<file path="src/rtl/multi_dig_svn_seg_display.sv">
// Multiplexed seven-segment display driver.
// Scans NUM_DIG digits, one slot of REFRESH_DIV clocks per digit. Brightness is
// PWM within each slot. Leading zeros can be suppressed. New digit data is
// double-buffered so that it only changes at a frame boundary.
module multi_dig_svn_seg_display #(
    parameter int NUM_DIG     = 8,
    parameter int REFRESH_DIV = 100000,
    parameter int BRIGHT_W    = 4
) (
    input  logic                  clk,
    input  logic                  clr_n,
    input  logic [4*NUM_DIG-1:0]  digits,
    input  logic [NUM_DIG-1:0]    dp,
    input  logic [NUM_DIG-1:0]    blank,
    input  logic                  lz_sup,
    input  logic [BRIGHT_W-1:0]   bright,
    input  logic                  load,
    output logic [NUM_DIG-1:0]    an,
    output logic [6:0]            ca,
    output logic                  dp_out,
    output logic                  frame_done
);

    localparam int RCNT_W   = $clog2(REFRESH_DIV);
    localparam int IDX_W    = $clog2(NUM_DIG);
    localparam int SLOT_LEN = REFRESH_DIV >> BRIGHT_W;
    localparam int PH_W     = (SLOT_LEN > 1) ? $clog2(SLOT_LEN) : 1;

    localparam logic [RCNT_W-1:0] RCNT_LAST = RCNT_W'(REFRESH_DIV - 1);
    localparam logic [IDX_W-1:0]  IDX_LAST  = IDX_W'(NUM_DIG - 1);
    localparam logic [PH_W-1:0]   PH_LAST   = PH_W'(SLOT_LEN - 1);

    // Scan state. sub_reg tracks rcnt / SLOT_LEN incrementally, so no divider
    // is needed: ph_reg counts within one brightness sub-slot.
    logic [RCNT_W-1:0]   rcnt_reg;
    logic [IDX_W-1:0]    idx_reg;
    logic [PH_W-1:0]     ph_reg;
    logic [BRIGHT_W-1:0] sub_reg;

    // Pending (shadow) and active digit sets.
    logic [4*NUM_DIG-1:0] pend_dig_reg;
    logic [NUM_DIG-1:0]   pend_dp_reg;
    logic [NUM_DIG-1:0]   pend_blk_reg;
    logic                 pend_v_reg;
    logic [4*NUM_DIG-1:0] act_dig_reg;
    logic [NUM_DIG-1:0]   act_dp_reg;
    logic [NUM_DIG-1:0]   act_blk_reg;
    // Cleared by reset: the display stays dark until the first set of data has
    // been transferred to the active set at a frame boundary.
    logic                 act_v_reg;

    logic slot_end;
    logic frame_end;

    logic [NUM_DIG-1:0] zero_above;
    logic [NUM_DIG-1:0] supp;
    logic [NUM_DIG-1:0] glyph_off;
    logic [NUM_DIG-1:0] dark;

    logic [3:0]         cur_dig;
    logic               lit;
    logic [NUM_DIG-1:0] an_next;
    logic [6:0]         ca_next;
    logic               dp_out_next;

    logic [NUM_DIG-1:0] an_reg;
    logic [6:0]         ca_reg;
    logic               dp_out_reg;
    logic               frame_done_reg;

    assign slot_end  = (rcnt_reg == RCNT_LAST);
    assign frame_end = slot_end && (idx_reg == IDX_LAST);

    // Active-low hex decode, bit order {g,f,e,d,c,b,a}.
    function automatic logic [6:0] hex_to_seg(input logic [3:0] h);
        logic [6:0] s;
        case (h)
            4'h0: s = 7'b1000000;
            4'h1: s = 7'b1111001;
            4'h2: s = 7'b0100100;
            4'h3: s = 7'b0110000;
            4'h4: s = 7'b0011001;
            4'h5: s = 7'b0010010;
            4'h6: s = 7'b0000010;
            4'h7: s = 7'b1111000;
            4'h8: s = 7'b0000000;
            4'h9: s = 7'b0010000;
            4'hA: s = 7'b0001000;
            4'hB: s = 7'b0000011;
            4'hC: s = 7'b1000110;
            4'hD: s = 7'b0100001;
            4'hE: s = 7'b0000110;
            default: s = 7'b0001110;
        endcase
        return s;
    endfunction

    // Refresh counter, digit index and brightness sub-slot counter.
    always_ff @(posedge clk or negedge clr_n) begin
        if (!clr_n) begin
            rcnt_reg <= '0;
            idx_reg  <= '0;
            ph_reg   <= '0;
            sub_reg  <= '0;
        end else begin
            rcnt_reg <= slot_end ? '0 : rcnt_reg + 1'b1;
            if (slot_end) begin
                idx_reg <= (idx_reg == IDX_LAST) ? '0 : idx_reg + 1'b1;
                ph_reg  <= '0;
                sub_reg <= '0;
            end else if (ph_reg == PH_LAST) begin
                ph_reg  <= '0;
                sub_reg <= sub_reg + 1'b1;
            end else begin
                ph_reg  <= ph_reg + 1'b1;
            end
        end
    end

    // Double buffer: loads land in the pending set; the active set only changes
    // at a frame boundary. A load in the boundary cycle bypasses straight to
    // the active set and supersedes anything still pending.
    always_ff @(posedge clk or negedge clr_n) begin
        if (!clr_n) begin
            pend_dig_reg <= '0;
            pend_dp_reg  <= '0;
            pend_blk_reg <= '0;
            pend_v_reg   <= 1'b0;
            act_dig_reg  <= '0;
            act_dp_reg   <= '0;
            act_blk_reg  <= '0;
            act_v_reg    <= 1'b0;
        end else begin
            if (load) begin
                pend_dig_reg <= digits;
                pend_dp_reg  <= dp;
                pend_blk_reg <= blank;
            end
            if (frame_end) begin
                if (load) begin
                    act_dig_reg <= digits;
                    act_dp_reg  <= dp;
                    act_blk_reg <= blank;
                    act_v_reg   <= 1'b1;
                    pend_v_reg  <= 1'b0;
                end else if (pend_v_reg) begin
                    act_dig_reg <= pend_dig_reg;
                    act_dp_reg  <= pend_dp_reg;
                    act_blk_reg <= pend_blk_reg;
                    act_v_reg   <= 1'b1;
                    pend_v_reg  <= 1'b0;
                end
            end else if (load) begin
                pend_v_reg <= 1'b1;
            end
        end
    end

    // Per-digit blanking. A zero-suppressed digit hides its glyph, but keeps its
    // anode on when it requests a decimal point so that "0.5"-style values can
    // still show the point; a force-blanked digit is always fully dark.
    genvar gi;
    generate
        for (gi = 0; gi < NUM_DIG; gi++) begin : g_dig
            assign zero_above[gi] = (act_dig_reg[4*NUM_DIG-1:4*gi] == '0);
            if (gi == 0) begin : g_first
                assign supp[gi] = 1'b0;
            end else begin : g_rest
                assign supp[gi] = lz_sup & zero_above[gi];
            end
            assign glyph_off[gi] = ~act_v_reg | act_blk_reg[gi] | supp[gi];
            assign dark[gi]      = ~act_v_reg | act_blk_reg[gi] | (supp[gi] & ~act_dp_reg[gi]);
        end
    endgenerate

    // Next output values from the current scan state; rcnt==0 is a dark
    // anti-ghosting cycle at the start of every slot.
    always_comb begin
        cur_dig     = act_dig_reg[4*idx_reg +: 4];
        lit         = (rcnt_reg != '0) && (sub_reg < bright) && !dark[idx_reg];
        an_next     = '1;
        ca_next     = 7'b1111111;
        dp_out_next = 1'b1;
        if (lit) begin
            an_next[idx_reg] = 1'b0;
            dp_out_next      = ~act_dp_reg[idx_reg];
            if (!glyph_off[idx_reg]) begin
                ca_next = hex_to_seg(cur_dig);
            end
        end
    end

    // Registered outputs; reset drives them inactive without waiting for clk.
    always_ff @(posedge clk or negedge clr_n) begin
        if (!clr_n) begin
            an_reg         <= '1;
            ca_reg         <= 7'b1111111;
            dp_out_reg     <= 1'b1;
            frame_done_reg <= 1'b0;
        end else begin
            an_reg         <= an_next;
            ca_reg         <= ca_next;
            dp_out_reg     <= dp_out_next;
            frame_done_reg <= frame_end;
        end
    end

    assign an         = an_reg;
    assign ca         = ca_reg;
    assign dp_out     = dp_out_reg;
    assign frame_done = frame_done_reg;

endmodule

</file>
<file path="config.mk">
export PLATFORM = sky130hd
export DESIGN_NAME = multi_dig_svn_seg_display
export DESIGN_NICKNAME = d
export VERILOG_FILES = /design/src/rtl/multi_dig_svn_seg_display.sv
export SDC_FILE = /design/constraint.sdc
export NUM_CORES = 1
export LEC_CHECK = 0
export ABC_AREA = 1
export BUFFER_PORTS_ARGS = -buffer_cell sky130_fd_sc_hd__clkbuf_2
export CAP_MARGIN = 20
export CORE_MARGIN = 2
export CORE_UTILIZATION = 59
export DETAILED_ROUTE_END_ITERATION = 16
export PLACE_DENSITY = 0.79
export SYNTH_ARGS = -nofsm -noshare
export SYNTH_HDL_FRONTEND = slang
export SYNTH_SLANG_ARGS = --single-unit
</file>
<file path="constraint.sdc">
create_clock -name clk -period 2.2 [get_ports clk]
set_input_delay 0 -clock clk [delete_from_list [all_inputs] [get_ports clk]]
set_output_delay 0 -clock clk [all_outputs]
set_load 0.02 [all_outputs]
</file>
== Word level (Yosys, flattened, before mapping) ==
Memories as Yosys holds them, arrays and structs flattened.
Index checks and enable logic that the tools add are counted.

* Memories kept: 1
* RAM bits: 0
* Latch bits: 0
* Output and inout port bits: 17
* Memory bits (read-only): 112
* Register bits after elaboration: 152
* Logic and storage cells: 119

{| class="wikitable"
|+ Memory list
! memory !! depth !! bits a word !! rd ports !! clocked after Yosys merged registers in !! write ports !! RTL line !! text
|-
| (name not given) || 16 || 7 || 1 || 0 || 0 || 77 || <nowiki>case (h)</nowiki>
|}

* Divide/modulo/power cells: 0
* $add $sub $neg: 4
* Bitwise operators: 46
* Reductions and logical operators: 17
* Equal/unequal tests: 3
* Multipliers: 0
* Mux-type cells: 28
* Shift-type cells: 1
* Order comparisons: 3

{| class="wikitable"
|+ Operator list
! cell !! number
|-
| 32-bit 2-to-1 mux || 2
|-
| 8-bit 2-to-1 mux || 5
|-
| 32-bit by 6-bit variable part select with 4-bit output || 1
|-
| 28-bit logical NOT || 1
|-
| 13-bit 2-to-1 mux || 2
|-
| 24-bit logical NOT || 1
|-
| 1-bit bitwise OR || 22
|-
| 20-bit logical NOT || 1
|-
| 17-bit by 1-bit adder with 17-bit output (second input constant) || 1
|-
| 17-bit equality test (second input constant) || 1
|-
| 17-bit 2-to-1 mux || 1
|-
| 17-bit nonzero test || 1
|-
| 16-bit logical NOT || 1
|-
| 1-bit bitwise AND || 14
|-
| 7-bit 2-to-1 mux || 2
|-
| 13-bit by 1-bit adder with 13-bit output (second input constant) || 1
|-
| 13-bit equality test (second input constant) || 1
|-
| 12-bit logical NOT || 1
|-
| 1-bit binary-select mux with 3-bit select || 3
|-
| 1-bit 2-to-1 mux || 9
|-
| 1-bit inverter || 9
|-
| 8-bit logical NOT || 1
|-
| 4-bit 2-to-1 mux || 2
|-
| 8-bit inverter || 1
|-
| other kinds (13) || 18
|}

== Depth between registers and ports, before layout ==
* Word-level depth: 9
* Depth in mapped cells: 16

== Least setup slack after synthesis ==
No wires, ideal clock.

* Kind: register to register
* Start point: register idx_reg[0]
* End point: register ca_reg[3] (netlist: ca[3])
* Required time: 2121 ps
* Setup time: 79 ps
* Setup slack: 319 ps
* Period minus slack after synthesis: 1881 ps
* Data arrival time: 1802 ps
* Stages on the path, launching flop included: 15
* Path through: dfrtp_1 > buf_4 > buf_2 > o21ai_0 > nand2_1 > nand2_1 > nand2_1 > nand2_1 > inv_1 > ha_1 > nand2_1 > o211ai_1 > nand2_1 > nor2_1 > nand2_1

* Cells in the longest elaborated chain, start to end: 5
* Elaborated cells on any way between the ends: 10
* Classes of those cells: shift: 1; mux: 6; reduce/logical: 2; memory: 1

{| class="wikitable"
|+ Ends and longest elaborated chain
! what !! RTL line !! text
|-
| start, declared || 36 || <nowiki>logic [IDX_W-1:0] idx_reg;</nowiki>
|-
| start signal, assigned || 108 || <nowiki>idx_reg <= (idx_reg == IDX_LAST) ? '0 : idx_reg + 1'b1;</nowiki>
|-
| parallel branches: the longest is 4 deep, another holds memory read 16 x 7 bit || - ||
|-
| 7-bit 2-to-1 mux * || 184 || <nowiki>if (lit) begin</nowiki>
|-
| via ca_next[3] || 63 || <nowiki>logic [6:0] ca_next;</nowiki>
|-
| end signal, assigned || 202 || <nowiki>ca_reg <= ca_next;</nowiki>
|-
| end, declared || 67 || <nowiki>logic [6:0] ca_reg;</nowiki>
|}

Mark *: on every way through the listed nets, which the timed path passes. The select of a mux whose other input is x is not followed.
A chain may end at the register's enable or synchronous reset.

== Final worst setup path ==
Ends and elaborated chain as after synthesis.

==> flow_summary.json <==
{
  "wl_per_cell_microns": 13.5,
  "postSynth.asyncResetShare_pct": 100,
  "finalClockSkew_ps": 14.1,
  "warnings_from_yosys": 0,
  "worst_path_dominant_cell_family": "simple AND/OR/NAND/NOR gates",
  "synth.lib_cells_used.distinct": 37,
  "synthFlopType": "dfrtp_1",
  "design_power_total_mw": 6.31,
  "combined_area_of_all_synthesized_cells_sq_um": 7580,
  "tritoncts.num_buffers": 17,
  "floorplan.die.width_microns": 117,
  "critical_path.most_common_cell": "nand2_1",
  "cellLeakagePower_nw": 4.71,
  "worst_path_largest_cell_delay_ps": 440,
  "stdcell_area_sq_um": 9290,
  "tightest_slew_ps": 603,
  "finalHoldViolCount": 0,
  "ir_worst_vdd_mv": 0.548,
  "place.detailed.hpwl_mm": 11.3,
  "yosys.area_share.simple_pct": 28.0,
  "syn_inst": 998,
  "power-per-cell-area_nw_per_um2": 679,
  "ctsHtreeMaxLevel": 4,
  "max_cap_violations": 0,
  "synth_nets": 1070,
  "first_global_vias": 6496,
  "yosys-mux-area-fraction_pct": 0,
  "reg_clk_slew_reported_paths_ps": 60,
  "timing.critical_path.fanout_max": 23,
  "layout_area_overhead_pct": 22.5,
  "quantity_of_i_o_buffers_inserted_on_ports": 72,
  "cts_tree": "done",
  "setup_viol_count_final": 0,
  "core-area_sq_um": 12600,
  "maxSlewHeadroom_pct": 59.8,
  "initial_core_util_pct": 60.3,
  "post_synth_fa_ha_maj_area_fraction_pct": 2.64,
  "timing.final.max_slew_violations": 0,
  "period_share_pct": 91.6,
  "gr-usage-all-layers_pct": 27.3,
  "worstSetupEndpointType": "register",
  "run_status": "completed",
  "yosys_register_bits": 152,
  "postPlaceCellArea_sq_um": 8120,
  "final_nets": 1194,
  "cts_num_sinks": 152,
  "cts.path.max_buffers": 2,
  "grt_max_degree": 98,
  "num_vias": 6583,
  "worst_skew_pair.late_latency_ps": 440,
  "synth-xor-area-share_pct": 0.924,
  "critical_path_required_ps": 2550,
  "clock-root-buffer": "clkbuf_16",
  "synth-edff-count": 0,
  "gp_congestion": 0.922,
  "setup.worst_path.class": "reg -> reg",
  "drive_above_1_share_pct": 13.2,
  "finalCriticalPeriod_ps": 2020,
  "grt_overflow_total": 0,
  "viasPerCell": 5.04,
  "fp.dieArea_sq_um": 13800,
  "rows": 41,
  "final.hold.worst_slack_ps": 130,
  "number_of_antenna_violations_at_the_first_check_in_global_routing": 0,
  "drt_drc_violations_left": 0,
  "synth_sequential_area_ratio_pct": 50.4,
  "routed_wl_mm": 17.6,
  "fraction_of_the_mapped_netlist_area_in_compound_gates_pct": 7.59,
  "synth_top_family_by_area": "simple AND/OR/NAND/NOR gates",
  "drt_pass1_iterations": 8,
  "insertedDiodeCount": 0,
  "timing.critical_path.slowest_stage_cell": "dfrtp_2",
  "cp_data_arrival_time_ps": 2370,
  "drt_first_iter_violations": 460,
  "fmax_ghz": 0.496,
  "critPathBufInv": 2,
  "chip_height_microns": 117,
  "hold_class": "in -> async",
  "wire_length_of_the_first_global_routing_pass_mm": 30.0,
  "setup.worst_path.start_class": "register",
  "syn_area_per_cell_sq_um": 7.60,
  "antenna_left": 0,
  "critical_path.cell_chain": "clkbuf_16 -> o21ai_0 -> nand2_1 -> nand2_1 -> nand2_1 -> nand2_2 -> inv_1 -> ha_1 -> nand2_1 -> o211ai_1 -> nand2_1 -> nor2_1 -> nand2_1",
  "boundaryPins": 73
}
per-stage QoR:
step / worst slack [ps] / utilization, % / std cells / setup TNS, ps
6_report: 184 / 73.9 / 1306 / 0
3_3_place_gp: 240 / 64.6 / 1222 / 0
2_1_floorplan: 319 / - / 998 / 0
3_5_place_dp: 138 / 64.6 / 1222 / 0
5_1_grt: -12.5 / 73.9 / 1306 / -12.5
4_1_cts: 123 / 73.5 / 1303 / 0
area by class of cell:
cell class              instances  area [sq um]
clock buffers                  21           450
clock inverters                10           169
fillers                       911          3280
inverters                     166           623
multi-input cells             649          2980
flip-flops and latches        152          3820
well taps                     172           215
repair buffers                136          1030
routing by layer:
metal	vias up	global-route usage, %	share of wire [%]
li1	3314	-	-
met1	3052	34.5	44
met2	184	45.1	49
met3	33	6.08	4.8
met4	0	12.2	1.9
met5	-	0	0
kinds of logic after synthesis:
group	Yosys count
buffers and inverters	197
XOR/XNOR	8
AO/OA/AOI/OAI	111
flip-flops	152
adder cells (fa/ha/maj)	16
AND/OR/NAND/NOR	514
worst paths after layout:
path | slack (ps) | cells past startpoint | from | endpoint
hold reg to reg | 460 | 2 | pend_dig_reg[2] | pend_dig_reg[2]
setup / recovery | 180 | 13 | idx_reg[0] | ca[3]
setup reg to reg | 180 | 13 | idx_reg[0] | ca[3]
min in group clk | 330 | 4 | dp[4] | pend_dp_reg[4]
hold / removal | 130 | 2 | clr_n | ph_reg[4]
max in group asynchronous | 1240 | 3 | clr_n | an[6]
placed cells by master (no fill, tap or decap), drive strengths merged:
master	n
xor2	6
a221oi	1
o211ai	1
nand3b	2
clkbuf	93
nor3	11
bufinv	4
o22ai	2
a21oi	15
or2	2
nand4	13
inv	166
o21bai	2
nor3b	5
buf	14
a31oi	1
dlygate4sd3	50
nand2	362
nand3	34
xnor2	2
nor2	76
dfrtp	136
dfstp	16
clkinv	6
ha	16
a211oi	2
nor4	9
o21ai	87
report_power, final:
group / internal (mW) / switching (mW)
Clock: 1.93 / 1.15
Sequential: 2.87 / 0.0233
Combinational: 0.140 / 0.191
Total: 4.95 / 1.36
Yosys cell counts, types with 2 or more instances:
library cell,instances,area (sq um)
nand2_1,359,1350
inv_1,159,597
dfrtp_1,136,3400
nor2_1,74,278
o21ai_0,55,275
nand3_1,33,165
o21ai_1,32,160
clkbuf_1,16,60.1
dfstp_2,16,420
ha_1,16,200
a21oi_1,15,75.1
nand4_1,13,81.3
nor3_1,10,50.1
nor4_1,7,43.8
buf_2,6,30.0
xor2_1,6,52.6
inv_2,5,18.8
nor3b_1,5,37.5
buf_6,4,45.0
buf_4,3,22.5
nand2_2,3,18.8
a211oi_1,2,15.0
buf_1,2,7.51
clkinv_1,2,7.51
nand3b_1,2,15.0
nor2_4,2,22.5
nor4_2,2,25.0
o21bai_1,2,15.0
o22ai_1,2,12.5
xnor2_1,2,17.5
repair_timing:
action | CTS | global route
hold endpoints to repair | 158 | 0
hold buffers | 50 | 0
resized for setup | 0 | 7
setup endpoints to repair | 0 | 5
setup buffers | 0 | 2
No activity file was read; power rests on OpenSTA's default activity.
